$ cat config.mk
export PLATFORM = sky130hd
export DESIGN_NAME = time_entry_register
export DESIGN_NICKNAME = d
export VERILOG_FILES = /design/src/rtl/time_entry_pkg.sv /design/src/rtl/time_entry_register_key_debouncer.sv /design/src/rtl/time_entry_register.sv
export SDC_FILE = /design/constraint.sdc
export NUM_CORES = 1
export LEC_CHECK = 0
export BUFFER_PORTS_ARGS = -buffer_cell sky130_fd_sc_hd__clkbuf_2
export CORE_MARGIN = 2
export CORE_UTILIZATION = 37
export CTS_CLUSTER_DIAMETER = 50
export DETAILED_ROUTE_END_ITERATION = 7
export PLACE_DENSITY = 0.57
export SYNTH_ARGS = -nofsm -noshare
export SYNTH_HDL_FRONTEND = slang
export SYNTH_SLANG_ARGS = --single-unit
export TNS_END_PERCENT = 5
$ cat constraint.sdc
create_clock -name clk -period 2 [get_ports clk]
set_clock_uncertainty 0.1 [all_clocks]
set_input_delay 0.3 -clock clk [delete_from_list [all_inputs] [get_ports clk]]
set_output_delay 0.3 -clock clk [all_outputs]
set_load 0.005 [all_outputs]
$ cat src/rtl/time_entry_pkg.sv
// -----------------------------------------------------------------------------
// time_entry_pkg
// Shared types and constants for the keypad time-entry register.
//   state_t      : key debouncer FSM states (IDLE, DEBOUNCE, HELD)
//   DIGIT_W      : width of one BCD digit
//   MAX_DIGITS   : number of digits held (MM:SS)
//   COUNT_W      : width of the entered-digit counter
//   is_bcd()     : true when a keypad code is a legal decimal digit
// -----------------------------------------------------------------------------
package time_entry_pkg;

   typedef enum logic [1:0] {
      IDLE     = 2'd0,
      DEBOUNCE = 2'd1,
      HELD     = 2'd2
   } state_t;

   localparam int DIGIT_W    = 4;
   localparam int MAX_DIGITS = 4;
   localparam int COUNT_W    = 3;

   localparam logic [DIGIT_W-1:0] MAX_DIGIT_VAL = 4'd9;

   function automatic logic is_bcd(input logic [DIGIT_W-1:0] d);
      return (d <= MAX_DIGIT_VAL);
   endfunction

endpackage

$ cat src/rtl/time_entry_register_key_debouncer.sv
// -----------------------------------------------------------------------------
// key_debouncer
// Turns the raw active-low "key pressed" indication into a single capture
// strobe per press, after the key has been stably low for DEBOUNCE_CYCLES
// further cycles following the first low sample.
// Parameters:
//   DEBOUNCE_CYCLES : stable-press cycles before capture (1..255)
// Ports:
//   clk     in  system clock
//   rst_n   in  asynchronous active-low reset
//   number  in  1 = no key pressed, 0 = key pressed
//   capture out combinational strobe, high in the cycle the digit is taken
// -----------------------------------------------------------------------------
module key_debouncer
   import time_entry_pkg::*;
#(
   parameter int DEBOUNCE_CYCLES = 4
) (
   input  logic clk,
   input  logic rst_n,
   input  logic number,
   output logic capture
);

   localparam logic [7:0] CNT_TARGET = 8'(DEBOUNCE_CYCLES);

   state_t     state_q, state_d;
   logic [7:0] cnt_q, cnt_d;

   always_ff @(posedge clk or negedge rst_n) begin
      if (!rst_n) begin
         state_q <= IDLE;
         cnt_q   <= '0;
      end else begin
         state_q <= state_d;
         cnt_q   <= cnt_d;
      end
   end

   always_comb begin
      state_d = state_q;
      cnt_d   = cnt_q;
      case (state_q)
         IDLE: begin
            cnt_d = '0;
            if (!number) begin
               state_d = DEBOUNCE;
               cnt_d   = 8'd1;
            end
         end
         DEBOUNCE: begin
            if (number) begin
               // bounce or short press: abandon without capturing
               state_d = IDLE;
               cnt_d   = '0;
            end else if (cnt_q == CNT_TARGET) begin
               state_d = HELD;
               cnt_d   = '0;
            end else begin
               cnt_d = cnt_q + 8'd1;
            end
         end
         HELD: begin
            // wait for release so a long hold yields one capture only
            cnt_d = '0;
            if (number) state_d = IDLE;
         end
         default: begin
            state_d = IDLE;
            cnt_d   = '0;
         end
      endcase
   end

   always_comb begin
      capture = (state_q == DEBOUNCE) && !number && (cnt_q == CNT_TARGET);
   end

endmodule

$ cat src/rtl/time_entry_register.sv
// -----------------------------------------------------------------------------
// time_entry_register
// Collects up to four keypad digits into an MM:SS shift register. Each new
// digit enters at sec_ones and pushes older digits toward min_tens.
// Optional feature macro: TIME_ENTRY_SEC_CHECK_EN
//   defined   : time_valid = (sec_tens <= 5)
//   undefined : time_valid tied high
// Parameters:
//   DEBOUNCE_CYCLES : stable-press cycles before capture (1..255)
// Ports:
//   clk          in   system clock
//   rst_n        in   asynchronous active-low reset
//   en           in   digits accepted only while high
//   clear        in   synchronous clear of the entered time
//   D[3:0]       in   keypad digit code
//   number       in   1 = no key, 0 = key pressed
//   min_tens, min_ones, sec_tens, sec_ones [3:0] out  entered BCD digits
//   digit_count[2:0] out  digits entered, 0..4
//   digit_pulse  out  one-cycle strobe per accepted digit
//   time_nonzero out  any digit non-zero
//   time_valid   out  entered time is legal
// -----------------------------------------------------------------------------
module time_entry_register
   import time_entry_pkg::*;
#(
   parameter int DEBOUNCE_CYCLES = 4
) (
   input  logic               clk,
   input  logic               rst_n,
   input  logic               en,
   input  logic               clear,
   input  logic [DIGIT_W-1:0] D,
   input  logic               number,
   output logic [DIGIT_W-1:0] min_tens,
   output logic [DIGIT_W-1:0] min_ones,
   output logic [DIGIT_W-1:0] sec_tens,
   output logic [DIGIT_W-1:0] sec_ones,
   output logic [COUNT_W-1:0] digit_count,
   output logic               digit_pulse,
   output logic               time_nonzero,
   output logic               time_valid
);

   localparam logic [COUNT_W-1:0] FULL_COUNT = COUNT_W'(MAX_DIGITS);

   logic capture;
   logic accept_p0;

   key_debouncer #(
      .DEBOUNCE_CYCLES(DEBOUNCE_CYCLES)
   ) u_key_debouncer (
      .clk     (clk),
      .rst_n   (rst_n),
      .number  (number),
      .capture (capture)
   );

   // clear has priority over a capture landing in the same cycle
   assign accept_p0 = capture && en && !clear && (digit_count < FULL_COUNT) && is_bcd(D);

   // ---- stage p0 -> p1: shift register, counter and accept strobe ----
   always_ff @(posedge clk or negedge rst_n) begin
      if (!rst_n) begin
         min_tens    <= '0;
         min_ones    <= '0;
         sec_tens    <= '0;
         sec_ones    <= '0;
         digit_count <= '0;
         digit_pulse <= 1'b0;
      end else begin
         digit_pulse <= accept_p0;
         if (clear) begin
            min_tens    <= '0;
            min_ones    <= '0;
            sec_tens    <= '0;
            sec_ones    <= '0;
            digit_count <= '0;
         end else if (accept_p0) begin
            min_tens    <= min_ones;
            min_ones    <= sec_tens;
            sec_tens    <= sec_ones;
            sec_ones    <= D;
            digit_count <= digit_count + 1'b1;
         end
      end
   end

   assign time_nonzero = |{min_tens, min_ones, sec_tens, sec_ones};

`ifdef TIME_ENTRY_SEC_CHECK_EN
   assign time_valid = (sec_tens <= 4'd5);
`else
   assign time_valid = 1'b1;
`endif

endmodule

After elaboration in Yosys (flattened, before gate mapping)
Index checks and enable logic that the tools add are counted.

cells by class
  shifts and indexed selects = 0
  add/sub/neg operators = 2
  $mul = 0
  $lt $le $gt $ge = 2
  bitwise gates (word level) = 0
  reduce and logical (&&, ||, !) cells = 12
  div/mod/pow operators = 0
  mux-type cells = 19
  eq/ne operators = 6

operators by type and width
  operator               number
  $mux W4                8
  $mux W8                2
  $pmux W8 S2            1
  $reduce_or A16 Y1      1
  $add A8 B1 Y8 const B  1
  $eq A8 B3 Y1 const B   1
  $mux W2                4
  $logic_and A1 B1 Y1    6
  $mux W3                2
  $pmux W2 S3            1
  $le A4 B4 Y1 const B   1
  $ne A2 B2 Y1 const B   2
  $add A3 B1 Y3 const B  1
  $lt A3 B3 Y1 const B   1
  $ne A3 B3 Y1 const B   1
  $reduce_and A3 Y1      1
  $eq A2 B1 Y1 const B   1
  $eq A2 B2 Y1 const B   1
  $logic_not A1 Y1       2
  $logic_not A2 Y1       1
  $reduce_bool A2 Y1     1
  $mux W1                1

storage, ports and cells
  bits in latches = 0
  memories kept = 0
  flip-flop bits (word level) = 30
  word-level logic and storage cells = 49
  memory bits (read-only) = 0
  memory bits (writable) = 0
  output and inout port bits = 22

Longest topological paths before layout
  depth in word-level cells = 9
  mapped depth = 7
  depth with buffers taken out = 6

Modules after synthesis
Synthesis repeated with hierarchy kept, for this count alone.

unflattened totals
  cells, all modules = 129
  area total of the unflattened synthesis = 1535.2 µm²

modules (own cells, without submodules)
  module               cells each  instances  area an instance (µm²)
  time_entry_register  75          1          998.5
  key_debouncer        54          1          536.8

Worst setup path after synthesis
OpenSTA, ideal clock, no wires.

  path kind = register to register
  from = reg u_key_debouncer.cnt_q[0]
  to = reg digit_count[1]
  path buffers = 1
  arrival = 1716 ps
  clock period less this slack = 1941 ps
  slack = 59 ps
  stages on the path, launching flop included = 8
  setup time = 125 ps
  required time = 1775 ps
  path through = dfrtp_1 > inv_1 > ha_1 > nor4b_2 > nand3_2 > nor4_4 > buf_6 > mux2_4

between the ends
  cells in the longest elaborated chain, start to end = 7

ends and longest elaborated chain
  what                               line                                     text
  from (decl)                        time_entry_register_key_debouncer.sv:28  logic [7:0] cnt_q, cnt_d;
  from (signal assigned)             time_entry_register_key_debouncer.sv:36  cnt_q <= cnt_d;
  $eq A8 B3 Y1                       time_entry_register_key_debouncer.sv:76  capture = (state_q == DEBOUNCE) && !number && (cnt_q == CNT_TARGET);
  $logic_and A1 B1 Y1                time_entry_register_key_debouncer.sv:76
  $logic_and A1 B1 Y1 (4 in series)  time_entry_register.sv:59                assign accept_p0 = capture && en && !clear && (digit_count < FULL_COUNT) && is_bcd(D);
  $reduce_bool A2 Y1 (no line)       -
  to (signal assigned)               time_entry_register.sv:83                digit_count <= digit_count + 1'b1;
  to (decl)                          time_entry_register.sv:38                output logic [COUNT_W-1:0] digit_count,

Every way passes these cells.
A chain may end at the register's enable or synchronous reset.

Worst setup path in the final report
  from = reg u_key_debouncer.cnt_q[1]
  to = reg sec_tens[0]

between the ends
  cells in the longest elaborated chain, start to end = 7

ends and longest elaborated chain
  what                               line                                     text
  $eq A8 B3 Y1                       time_entry_register_key_debouncer.sv:76
  $logic_and A1 B1 Y1                time_entry_register_key_debouncer.sv:76
  $logic_and A1 B1 Y1 (4 in series)  time_entry_register.sv:59
  $reduce_bool A2 Y1 (no line)       -
  to (signal assigned)               time_entry_register.sv:81                sec_tens <= sec_ones;
  to (decl)                          time_entry_register.sv:36                output logic [DIGIT_W-1:0] sec_tens,

Every way passes these cells.

==> reports/summary.txt <==
Most instantiated cells after synthesis = dfrtp_1 (30), nor2b_1 (14), mux2_4 (13)
Mapped cell area = 1473 um2
Row cnt = 22
DRC violations left = 0
Mapped Cells = 122
Sequential Power Share = 52.3%
Pleak = 0.9311 nW
Final RePlAce weighted congestion = 0.7665
Total Wirelength = 3.199 mm
DIE HEIGHT = 67.09 um
CTS H-Tree Depth = 2
Critical Path RT = 2.07 ns
Synth Warn # = 0
Boundary Pins = 31
Yosys top cell area share = 50.98%
HP Class = input pin to async pin
Post-synth top flop = dfrtp_1
Clock Sinks = 30
Critical Path Slowest Stage Cell = dfrtp_1
Failing checks = negative hold slack
DR vias = 1061
Endpoints failing hold = 30
Clk_lat worst skew = 0.29 ns
Setup crit end kind = register
Final hold slack = -0.03053 ns
Starting Density = 39.34%
Synthesized net count = 134
Die ar. = 4501 um2
CTS buffer count = 5
Crit start category = register
Int Power = 0.9094 mW
Number of max-cap violations = 0
PD cells = 625.6 nW/um2
Post-CTS Hold Fix Bufs = 0
DP Worst Slack = -0.01248 ns
Cell family with most CP delay = simple AND/OR/NAND/NOR gates
Area Overhead vs Synth = 27.53%
P_sw = 0.2655 mW
Worst R2R End = sec_tens[0]
RSZ-0062 raised after global routing = true
Number of distinct library cells after synthesis = 29
Most frequent cell after synthesis = dfrtp_1
Async set or reset register ratio after synthesis = 100.0%
Gr usage total = 15.69%
PortBufs = 29
Switching Fraction = 22.60%
Peak VDD IR = 0.3093 mV
Synthesized flop and latch total = 30
Reg2Reg Depth = 8
CTS tree = built
Sequential area share after synthesis = 50.98%
Drt initial violations = 21
FMAX = 0.5206 GHz
Status = finished, violations left
Core area = 3744 um2
Final period utilization = 96.04%
Final Worst Setup Slack = 0.07922 ns
Rel. slew slack = 50.45%
Max Slew Vio Count = 0
Clk slew on worst S/H paths = 0.06 ns
Worst Path Buf+Inv = 3
Via/cell ratio = 4.958
CP Cell Sequence = inv_1, ha_1, nor4b_4, nand3_2, nor4_4, buf_6, clkbuf_16, mux2_4
Initial antenna violation count = 0
Mean Syn Cell Area = 12.07 um2
Tmin final = 1.921 ns
Clock power frac = 42.7%
Crit path DAT = 1.99 ns
Vias in the first global route = 1050
R2R setup slack = 0.08 ns
First-pass GRT wire length = 5.106 mm
Largest net degree at the start of global routing = 31
Routed Antenna Nets = 0
Comb power frac = 5.0%
Routed wire per std cell = 14.95 um
Cell at the root of the clock tree = clkbuf_8
CP Class = register to register
Overflow left after global routing = 0
Crit path largest cell delay = 0.38 ns
Utilization after layout = 50.17%
Reg2Reg Launch Point = u_key_debouncer.cnt_q[1]
Number of enable flip-flop cells after synthesis = 0
Nets = 177
Crit Path Max Fanout = 8
Fraction of layout cells with a size suffix above 1 = 39.76%
Drt first pass iters = 4
Synth area leader = dfrtp_1
Area contributors post-synth = dfrtp_1 (51%), mux2_4 (13%), nor2b_1 (5.9%)
Slew at the pin closest to its max-slew limit = 0.7433 ns
Max Root-Sink Buffers = 2
Final setup viols = 0
Die W = 67.09 um
Post-DP HPWL = 2.139 mm
Diode count = 0
[area by class of cell]
| class | count | area [um2] |
|---|---|---|
| sequential | 30 | 750.7 |
| multi-input combinational | 83 | 678.2 |
| timing repair buffer | 40 | 279.0 |
| clock inverter | 1 | 5.005 |
| inverter | 5 | 18.77 |
| clock buffer | 7 | 86.33 |
| fill | 365 | 1866 |
| tap | 48 | 60.06 |
[metal layers]
| layer | track usage, % | up-vias | routed length [um] |
|---|---|---|---|
| met5 | 0 | - | 0 |
| met4 | 7.653 | 0 | 74 |
| met3 | 4.899 | 6 | 169 |
| met2 | 23.76 | 29 | 1413 |
| met1 | 20.09 | 522 | 1541 |
| li1 | - | 504 | - |
[metrics by stage]
stage                     power, mW  hold slack, ns  instance area (um2)  setup TNS [ns]  cells
after floorplan              0.6483        -0.09559                 1473               0    122
final                         1.175        -0.03053                 1878               0    214
after global routing          1.227         0.03494                 1878         -0.1688    214
after CTS                     1.193        0.004063                 1787        -0.01344    207
after global placement       0.6813          0.2940                 1687               0    199
after detailed placement     0.6832          0.3076                 1687        -0.06474    199
[power by group through the flow]
stage / logic (mW) / registers, mW / clock network (mW)
6_report: 0.0593 / 0.614 / 0.501
5_1_grt: 0.0666 / 0.614 / 0.546
4_1_cts: 0.0606 / 0.614 / 0.518
3_5_place_dp: 0.0578 / 0.625 / 0
3_3_place_gp: 0.0560 / 0.625 / 0
2_1_floorplan: 0.0219 / 0.626 / 0
[logic make-up (layout without fill, tap and decap cells)]
group | count (synthesis) | count (layout) | synth area share, %
simple gates | 50 | 50 | 20.31
flops | 30 | 30 | 50.98
mux | 18 | 18 | 16.65
buf+inv | 9 | 53 | 3.568
xor+xnor | 6 | 6 | 3.568
compound gates | 5 | 5 | 2.124
fa+ha+maj | 3 | 3 | 2.549
other cells | 1 | 1 | 0.2546
[timing repair]
item                       in CTS  in global routing
setup endpoints to repair      13                 15
cloned                          0                  2
resized for setup               1                  1
pin swaps                       0                  2
buffers inserted                0                  5
[worst reg2reg max path, delay by kind of cell (launching register included)]
family                     cells  cell delay, ns
muxes                          1            0.29
buffers and inverters          3            0.39
DFF                            1            0.38
adders and majority gates      1            0.15
and+or+nand+nor                3            0.51
[registers in the layout, indices dropped and copies added, names as in the netlist]
| name | count |
|---|---|
| digit_count | 3 |
| sec_ones | 4 |
| digit_pulse | 1 |
| min_ones | 4 |
| min_tens | 4 |
| u_key_debouncer.state_q | 2 |
| u_key_debouncer.cnt_q | 8 |
| sec_tens | 4 |
[layout by cell type, fill, tap and decap left out]
master     synthesis  routed
a21boi_0           1       1
a21oi_1            1       1
a31o_2             1       1
and2_1             1       1
and3_1             1       1
and3_2             2       2
buf_12             0       1
buf_4              1       7
buf_6              2       1
clkbuf_1           1       1
clkbuf_16          0       2
clkbuf_2           0      29
clkbuf_8           0       6
clkinv_2           0       1
conb_1             1       1
dfrtp_1           30      30
ha_1               3       3
inv_1              5       5
mux2_4            13      13
mux2i_1            5       5
nand2_1            5       5
nand2b_1           1       1
nand3_1            6       6
nand3_2            1       1
nand3b_1           1       1
nand4_1            2       2
nor2_1            10      10
nor2b_1           14      14
nor4_1             4       4
nor4_4             1       1
nor4b_4            0       1
o21ai_0            2       2
xnor2_1            1       1
xor2_1             5       5
[worst max path at each step]
stage               cells past startpoint                startpoint              to
global placement                        7  u_key_debouncer.cnt_q[0]     min_ones[0]
global route                            8  u_key_debouncer.cnt_q[1]     sec_ones[0]
detailed placement                      7  u_key_debouncer.cnt_q[1]     min_tens[0]
finish                                  8  u_key_debouncer.cnt_q[1]     sec_tens[0]
CTS                                     7  u_key_debouncer.cnt_q[1]     min_tens[0]
floorplan                               7  u_key_debouncer.cnt_q[0]  digit_count[1]
Note: power is estimated with default switching activity, not from simulation.
